### config.mk
export PLATFORM = sky130hd
export DESIGN_NAME = multdiv_sequencer
export DESIGN_NICKNAME = d
export VERILOG_FILES = /design/src/rtl/multdiv_pkg.sv /design/src/rtl/multdiv_timeout_counter.sv /design/src/rtl/multdiv_sequencer.sv
export SDC_FILE = /design/constraint.sdc
export NUM_CORES = 1
export LEC_CHECK = 0
export CORE_ASPECT_RATIO = 1.1
export CORE_MARGIN = 2
export CORE_UTILIZATION = 44
export DETAILED_ROUTE_END_ITERATION = 12
export PLACE_DENSITY = 0.79
export SLEW_MARGIN = 10
export SYNTH_ARGS = -nofsm -noshare
export SYNTH_HDL_FRONTEND = slang
export SYNTH_HIERARCHICAL = 1
export SYNTH_SLANG_ARGS = --single-unit
### constraint.sdc
create_clock -name clock -period 2.4 [get_ports clock]
set_input_delay 0.48 -clock clock [delete_from_list [all_inputs] [get_ports clock]]
set_output_delay 0.48 -clock clock [all_outputs]
set_load 0.05 [all_outputs]
### src/rtl/multdiv_pkg.sv
// Shared types and constants for the multiply/divide sequencer and its helpers.
package multdiv_pkg;

    typedef enum logic [1:0] {
        ST_IDLE  = 2'd0,
        ST_START = 2'd1,
        ST_WAIT  = 2'd2,
        ST_WB    = 2'd3
    } state_e;

    typedef enum logic {
        OP_MULT = 1'b0,
        OP_DIV  = 1'b1
    } op_e;

    localparam int TIMEOUT_CYCLES = 40;
    localparam int STATUS_REG_IDX = 30;
    localparam int MULT_EXC       = 4;
    localparam int DIV_EXC        = 5;

endpackage

### src/rtl/multdiv_timeout_counter.sv
// Counts WAIT cycles of the multiply/divide sequencer; expired marks the last allowed cycle.
module multdiv_timeout_counter #(
    parameter int TIMEOUT = 40
) (
    input  logic clk_i,
    input  logic rst_ni,
    input  logic clear_i,
    input  logic enable_i,
    output logic expired_o
);

    localparam int CNT_W = $clog2(TIMEOUT + 1);

    logic [CNT_W-1:0] cnt_q, cnt_d;

    always_comb begin
        cnt_d = cnt_q;
        if (clear_i) begin
            cnt_d = '0;
        end else if (enable_i && (cnt_q != CNT_W'(TIMEOUT))) begin
            cnt_d = cnt_q + 1'b1;
        end
    end

    always_ff @(posedge clk_i or negedge rst_ni) begin
        if (!rst_ni) begin
            cnt_q <= '0;
        end else begin
            cnt_q <= cnt_d;
        end
    end

    // The counter holds the number of WAIT cycles already completed.
    assign expired_o = (cnt_q >= CNT_W'(TIMEOUT - 1));

endmodule

### src/rtl/multdiv_sequencer.sv
// Issue/start/wait/writeback sequencer for the shared iterative multiply/divide unit.
// Optional operand-hazard stalling (instead of a full freeze) when MULTDIV_SCOREBOARD_EN is defined.
module multdiv_sequencer
    import multdiv_pkg::*;
#(
    parameter int DATA_W        = 32,
    parameter int REG_W         = 5,
    parameter int TIMEOUT       = TIMEOUT_CYCLES,
    parameter int STATUS_REG    = STATUS_REG_IDX,
    parameter int MULT_EXC_CODE = MULT_EXC,
    parameter int DIV_EXC_CODE  = DIV_EXC
) (
    input  logic              clock,
    input  logic              reset,
`ifdef MULTDIV_SCOREBOARD_EN
    input  logic              src_valid,
    input  logic [REG_W-1:0]  src_rs,
    input  logic [REG_W-1:0]  src_rt,
`endif
    input  logic              issue_valid,
    input  logic              issue_op,
    input  logic [DATA_W-1:0] issue_a,
    input  logic [DATA_W-1:0] issue_b,
    input  logic [REG_W-1:0]  issue_rd,
    output logic              issue_ready,
    output logic              md_ctrl_mult,
    output logic              md_ctrl_div,
    output logic [DATA_W-1:0] md_operand_a,
    output logic [DATA_W-1:0] md_operand_b,
    input  logic [DATA_W-1:0] md_result,
    input  logic              md_exception,
    input  logic              md_result_rdy,
    output logic              wb_req,
    output logic [REG_W-1:0]  wb_reg,
    output logic [DATA_W-1:0] wb_data,
    input  logic              wb_ack,
    output logic              stall,
    output logic              busy,
    output logic              timeout_err
);

    function automatic logic [DATA_W-1:0] exc_status(input op_e op);
        return (op == OP_DIV) ? DATA_W'(DIV_EXC_CODE) : DATA_W'(MULT_EXC_CODE);
    endfunction

    state_e            state_q, state_d;
    op_e               op_q, op_d;
    logic [DATA_W-1:0] a_q, a_d;
    logic [DATA_W-1:0] b_q, b_d;
    logic [REG_W-1:0]  rd_q, rd_d;
    logic [DATA_W-1:0] res_q, res_d;
    logic              exc_q, exc_d;
    logic              tmo_q, tmo_d;

    logic              cnt_clear;
    logic              cnt_en;
    logic              cnt_expired;

    multdiv_timeout_counter #(
        .TIMEOUT (TIMEOUT)
    ) u_timeout (
        .clk_i     (clock),
        .rst_ni    (reset),
        .clear_i   (cnt_clear),
        .enable_i  (cnt_en),
        .expired_o (cnt_expired)
    );

    always_ff @(posedge clock or negedge reset) begin
        if (!reset) begin
            state_q <= ST_IDLE;
            op_q    <= OP_MULT;
            a_q     <= '0;
            b_q     <= '0;
            rd_q    <= '0;
            res_q   <= '0;
            exc_q   <= 1'b0;
            tmo_q   <= 1'b0;
        end else begin
            state_q <= state_d;
            op_q    <= op_d;
            a_q     <= a_d;
            b_q     <= b_d;
            rd_q    <= rd_d;
            res_q   <= res_d;
            exc_q   <= exc_d;
            tmo_q   <= tmo_d;
        end
    end

    always_comb begin
        state_d      = state_q;
        op_d         = op_q;
        a_d          = a_q;
        b_d          = b_q;
        rd_d         = rd_q;
        res_d        = res_q;
        exc_d        = exc_q;
        tmo_d        = tmo_q;
        cnt_clear    = 1'b0;
        cnt_en       = 1'b0;
        issue_ready  = 1'b0;
        md_ctrl_mult = 1'b0;
        md_ctrl_div  = 1'b0;
        wb_req       = 1'b0;
        wb_reg       = '0;
        wb_data      = '0;
        case (state_q)
            ST_IDLE: begin
                issue_ready = 1'b1;
                if (issue_valid) begin
                    op_d    = op_e'(issue_op);
                    a_d     = issue_a;
                    b_d     = issue_b;
                    rd_d    = issue_rd;
                    state_d = ST_START;
                end
            end
            ST_START: begin
                md_ctrl_mult = (op_q == OP_MULT);
                md_ctrl_div  = (op_q == OP_DIV);
                cnt_clear    = 1'b1;
                state_d      = ST_WAIT;
            end
            ST_WAIT: begin
                cnt_en = 1'b1;
                // A result arriving in the last allowed cycle beats the timeout.
                if (md_result_rdy) begin
                    res_d   = md_result;
                    exc_d   = md_exception;
                    state_d = ST_WB;
                end else if (cnt_expired) begin
                    tmo_d   = 1'b1;
                    state_d = ST_IDLE;
                end
            end
            ST_WB: begin
                wb_req = 1'b1;
                if (exc_q) begin
                    wb_reg  = REG_W'(STATUS_REG);
                    wb_data = exc_status(op_q);
                end else begin
                    wb_reg  = rd_q;
                    wb_data = res_q;
                end
                if (wb_ack) begin
                    state_d = ST_IDLE;
                end
            end
            default: begin
                state_d = ST_IDLE;
            end
        endcase
    end

    assign busy         = (state_q != ST_IDLE);
    assign timeout_err  = tmo_q;
    assign md_operand_a = busy ? a_q : '0;
    assign md_operand_b = busy ? b_q : '0;

`ifdef MULTDIV_SCOREBOARD_EN
    logic hazard;
    assign hazard = busy && src_valid && ((src_rs == rd_q) || (src_rt == rd_q)) && (rd_q != '0);
    assign stall  = hazard || (issue_valid && issue_ready) || (issue_valid && busy);
`else
    assign stall  = busy || (issue_valid && issue_ready);
`endif

endmodule

==> flow_summary.yaml, run 1 <==
grt:
  grt_util_all_layers_pct: 21.51
  grt.overflow.total: 0
  grt_pass1_wl_um: 22560
  grt_max_degree: 67
  antenna_found_initial: 0
  grt_pass1_vias: 4138
detailed_routing:
  drtAntennaViolNets: 0
  drc: 0
  firstDrtPassIters: 4
  wirelength_um: 14260
  dr.first_iter.drc_count: 117
  wl_per_cell_um: 18.39
  vias_per_cell: 4.911
  vias: 3806
layout:
  final_core_util_pct: 75.01
  area_growth_pct: 65.24
  antenna_cells: 0
  drive_gt1_share_pct: 39.45
  final_area_um2: 9105
  fin_nets: 728
  layoutNonFillerInstCount: 775
placed_design:
  place_ws_ns: 0.2682
  dp_hpwl_um: 10660
  dp.cells: 760
  gp_congestion: 0.8158
  placed_cell_area_um2: 8807
  port-buffer-count: 215
synthesis:
  synthCells: 405
  seq_area_frac_synth_pct: 50.86
  synth_enable_flop_cells: 0
  yosys_warnings: 6
  ys_ff_latch: 112
  ys_types: 41
  synth_area_um2: 5510
  synth_ff_type: "dfrtp_1"
  synth_nets: 516
  synth_area_per_cell_um2: 13.61
  async_flop_share_pct: 100.0
power:
  leakage_nw: 3.998
  vdd.ir_drop.worst_mv: 1.229
  p_int_mw: 8.954
  comb_power_share_pct: 68.3
  p_clk_share_pct: 9.6
  p_per_area_nw_per_um2: 1690
  seq_power_share_pct: 22.1
  p_switching_mw: 6.434
  swShare_pct: 41.81
sta:
  finalCriticalPeriod_ns: 2.288
  fin_worst_skew_ns: 0.005919
  rsz0062_at_grt: "false"
  maxSlewViolCount: 0
  fin_crit_sh_pct: 95.33
  finalHoldViolations: 0
  setup_viol: 0
  slew_headroom_pct: 52.98
  max_freq_ghz: 0.4371
  tightest_slew_ns: 0.7039
  setup_ws_ns: 0.1120
  tns_ns: 0
critical_path:
  crit_path_start_kind: "register"
  worstPathCellList: "or2_1 -> clkbuf_8 -> and2_1 -> buf_12"
  cp.arrival_ns: 1.81
  slowest_delay_ns: 0.49
  reg2regPathDepth: 4
  crit_family: "simple AND/OR/NAND/NOR gates"
  reg2reg_slack_ns: 0.51
  crit_buf_inv: 2
  critPathMaxFanout: 66
  crit_path_end_kind: "output pin"
  required_ns: 1.92
  worst-path-stages: 4
  slowest_stage: "dfrtp_2"
  critical_path_class: "reg2out"
  regToRegStartpoint: "state_q[1]"
  crit_path_start: "state_q[1]"
status:
  status: "finished, final reports clean"
die:
  ios: 216
  initial_core_util_pct: 45.39
  core_area_um2: 12140
  die_area_um2: 13440
  die_h_um: 121.4
  row_count: 42
  die_w_um: 110.7
clock_network:
  htree_levels: 3
  clock_sinks: 112
  cts_tree: "yes"
  clock_path_buffers: 2
  clk_pin_slew_ns: 0.07
  cts_buffers: 9
  hold_buffers: 0
  clk_latency_ns: 0.34
  cts_root_buf: "clkbuf_16"
min_path:
  holdCritPathClass: "in2async"
job:
  drv_cap: 0
[cell usage after synthesis (2+ instances only)]
| master | instances | share of area (%) |
|---|---|---|
| clkbuf_1 | 11 | 0.75 |
| dfrtp_1 | 112 | 51 |
| buf_6 | 3 | 0.61 |
| or3_1 | 2 | 0.23 |
| mux2_1 | 2 | 0.41 |
| and3b_1 | 2 | 0.32 |
| nand4b_1 | 2 | 0.32 |
| inv_1 | 5 | 0.34 |
| mux2_2 | 33 | 6.7 |
| nand4_1 | 2 | 0.23 |
| and2_1 | 96 | 11 |
| xor2_1 | 2 | 0.32 |
| nor2_1 | 15 | 1.0 |
| mux2_4 | 69 | 19 |
| nand3_1 | 2 | 0.18 |
| buf_12 | 7 | 2.5 |
| o21ai_0 | 2 | 0.18 |
| buf_2 | 5 | 0.45 |
| a21oi_1 | 2 | 0.18 |
| nand2_1 | 6 | 0.41 |
| ha_1 | 3 | 0.68 |
| nor2b_1 | 2 | 0.23 |
| a31o_2 | 2 | 0.32 |
[flip-flops by register name (all words and copies together), names as in the netlist]
register	cells
op_q	1
exc_q	1
rd_q	5
a_q	32
timeout_err	1
b_q	32
state_q	2
res_q	32
u_timeout/cnt_q	6
[power by group through the flow]
stage	Combinational, mW	Clock, mW	Sequential [mW]
2_1_floorplan	6.05	0	3.16
3_3_place_gp	10.4	0	3.34
3_5_place_dp	10.6	0	3.40
4_1_cts	10.6	1.50	3.40
5_1_grt	10.9	1.59	3.53
6_report	10.5	1.47	3.40
[layout by cell type, fill, tap and decap left out, drive strengths merged, types with 2 or more instances in the layout]
cell and n:
buf 120, dfrtp 112, clkdlybuf4s50 107, mux2 104
and2 96, nor2 15, clkbuf 13, nand2 6
inv 5, ha 3, and3b 2, nor2b 2
or3 2, nor3b 2, a31o 2, o21ai 2
a21oi 2, nand4b 2, nand3 2, nand4 2
xor2 2, or2 2, nand3b 2
[path summary, 6_finish.rpt]
kind	end
hold / removal	b_q[14]
max in group asynchronous	a_q[3]
setup / recovery	md_operand_b[15]
min in group clock	timeout_err
hold reg to reg	timeout_err
setup reg to reg	u_timeout/cnt_q[2]
[what timing repair did]
action | in CTS | in global routing
gates resized for setup | 1 | 3
setup buffers | 0 | 0
endpoints found under the hold margin | 0 | 0
pin swaps | 0 | 0
setup endpoints to repair | 64 | 65
[kinds of logic after synthesis]
family	count (synthesis)	share of synthesized area [%]
simple gates	141	15.87
xor+xnor	2	0.3180
flops	112	50.86
buf+inv	32	4.791
fa+ha+maj	3	0.6813
compound gates	10	1.340
mux	105	26.14
[worst reg2reg max path: cells and delay by family (launching register included)]
| kind | cells | cell delay, ns |
|---|---|---|
| compound gates | 2 | 0.52 |
| flops | 1 | 0.49 |
| simple gates | 2 | 0.80 |
[layout make-up]
cell class                 count  area (µm²)
sequential                   112        2805
timing repair buffer         228        3349
multi-input combinational    261        2450
clock buffer                  12       246.5
tap                          154       192.7
clock inverter                 3       42.54
fill                         771        3034
inverter                       5       18.77
[metal layers]
layer	track usage (%)	vias up	routed length, µm
li1	-	1776	-
met1	25.95	1886	5581
met2	38.34	117	7730
met3	3.047	27	517
met4	9.766	0	425
met5	0	-	0
[per-stage QoR]
step,hold slack [ns],total power [mW]
after floorplan,0.1844,9.208
after global placement,0.4065,13.71
after detailed placement,0.4087,13.96
after CTS,0.03981,15.50
after global routing,0.05561,15.96
final,0.03890,15.39
Power figures use the tool's default switching activity.
==> run 2, diff against run 1 <==
--- a/config.mk
+++ b/config.mk
@@ -5,6 +5,7 @@
 export SDC_FILE = /design/constraint.sdc
 export NUM_CORES = 1
 export LEC_CHECK = 0
+export CAP_MARGIN = 20
 export CORE_ASPECT_RATIO = 1.1
 export CORE_MARGIN = 2
 export CORE_UTILIZATION = 44
==> results of run 2 <==
Final layout, timing and power as in run 1 (identical DEF).
==> run 3, diff against run 2 <==
--- a/config.mk
+++ b/config.mk
@@ -5,6 +5,7 @@
 export SDC_FILE = /design/constraint.sdc
 export NUM_CORES = 1
 export LEC_CHECK = 0
+export ABC_CLOCK_PERIOD_IN_PS = 2400
 export CAP_MARGIN = 20
 export CORE_ASPECT_RATIO = 1.1
 export CORE_MARGIN = 2
==> results of run 3 <==
Final layout, timing and power as in run 1 (identical DEF).
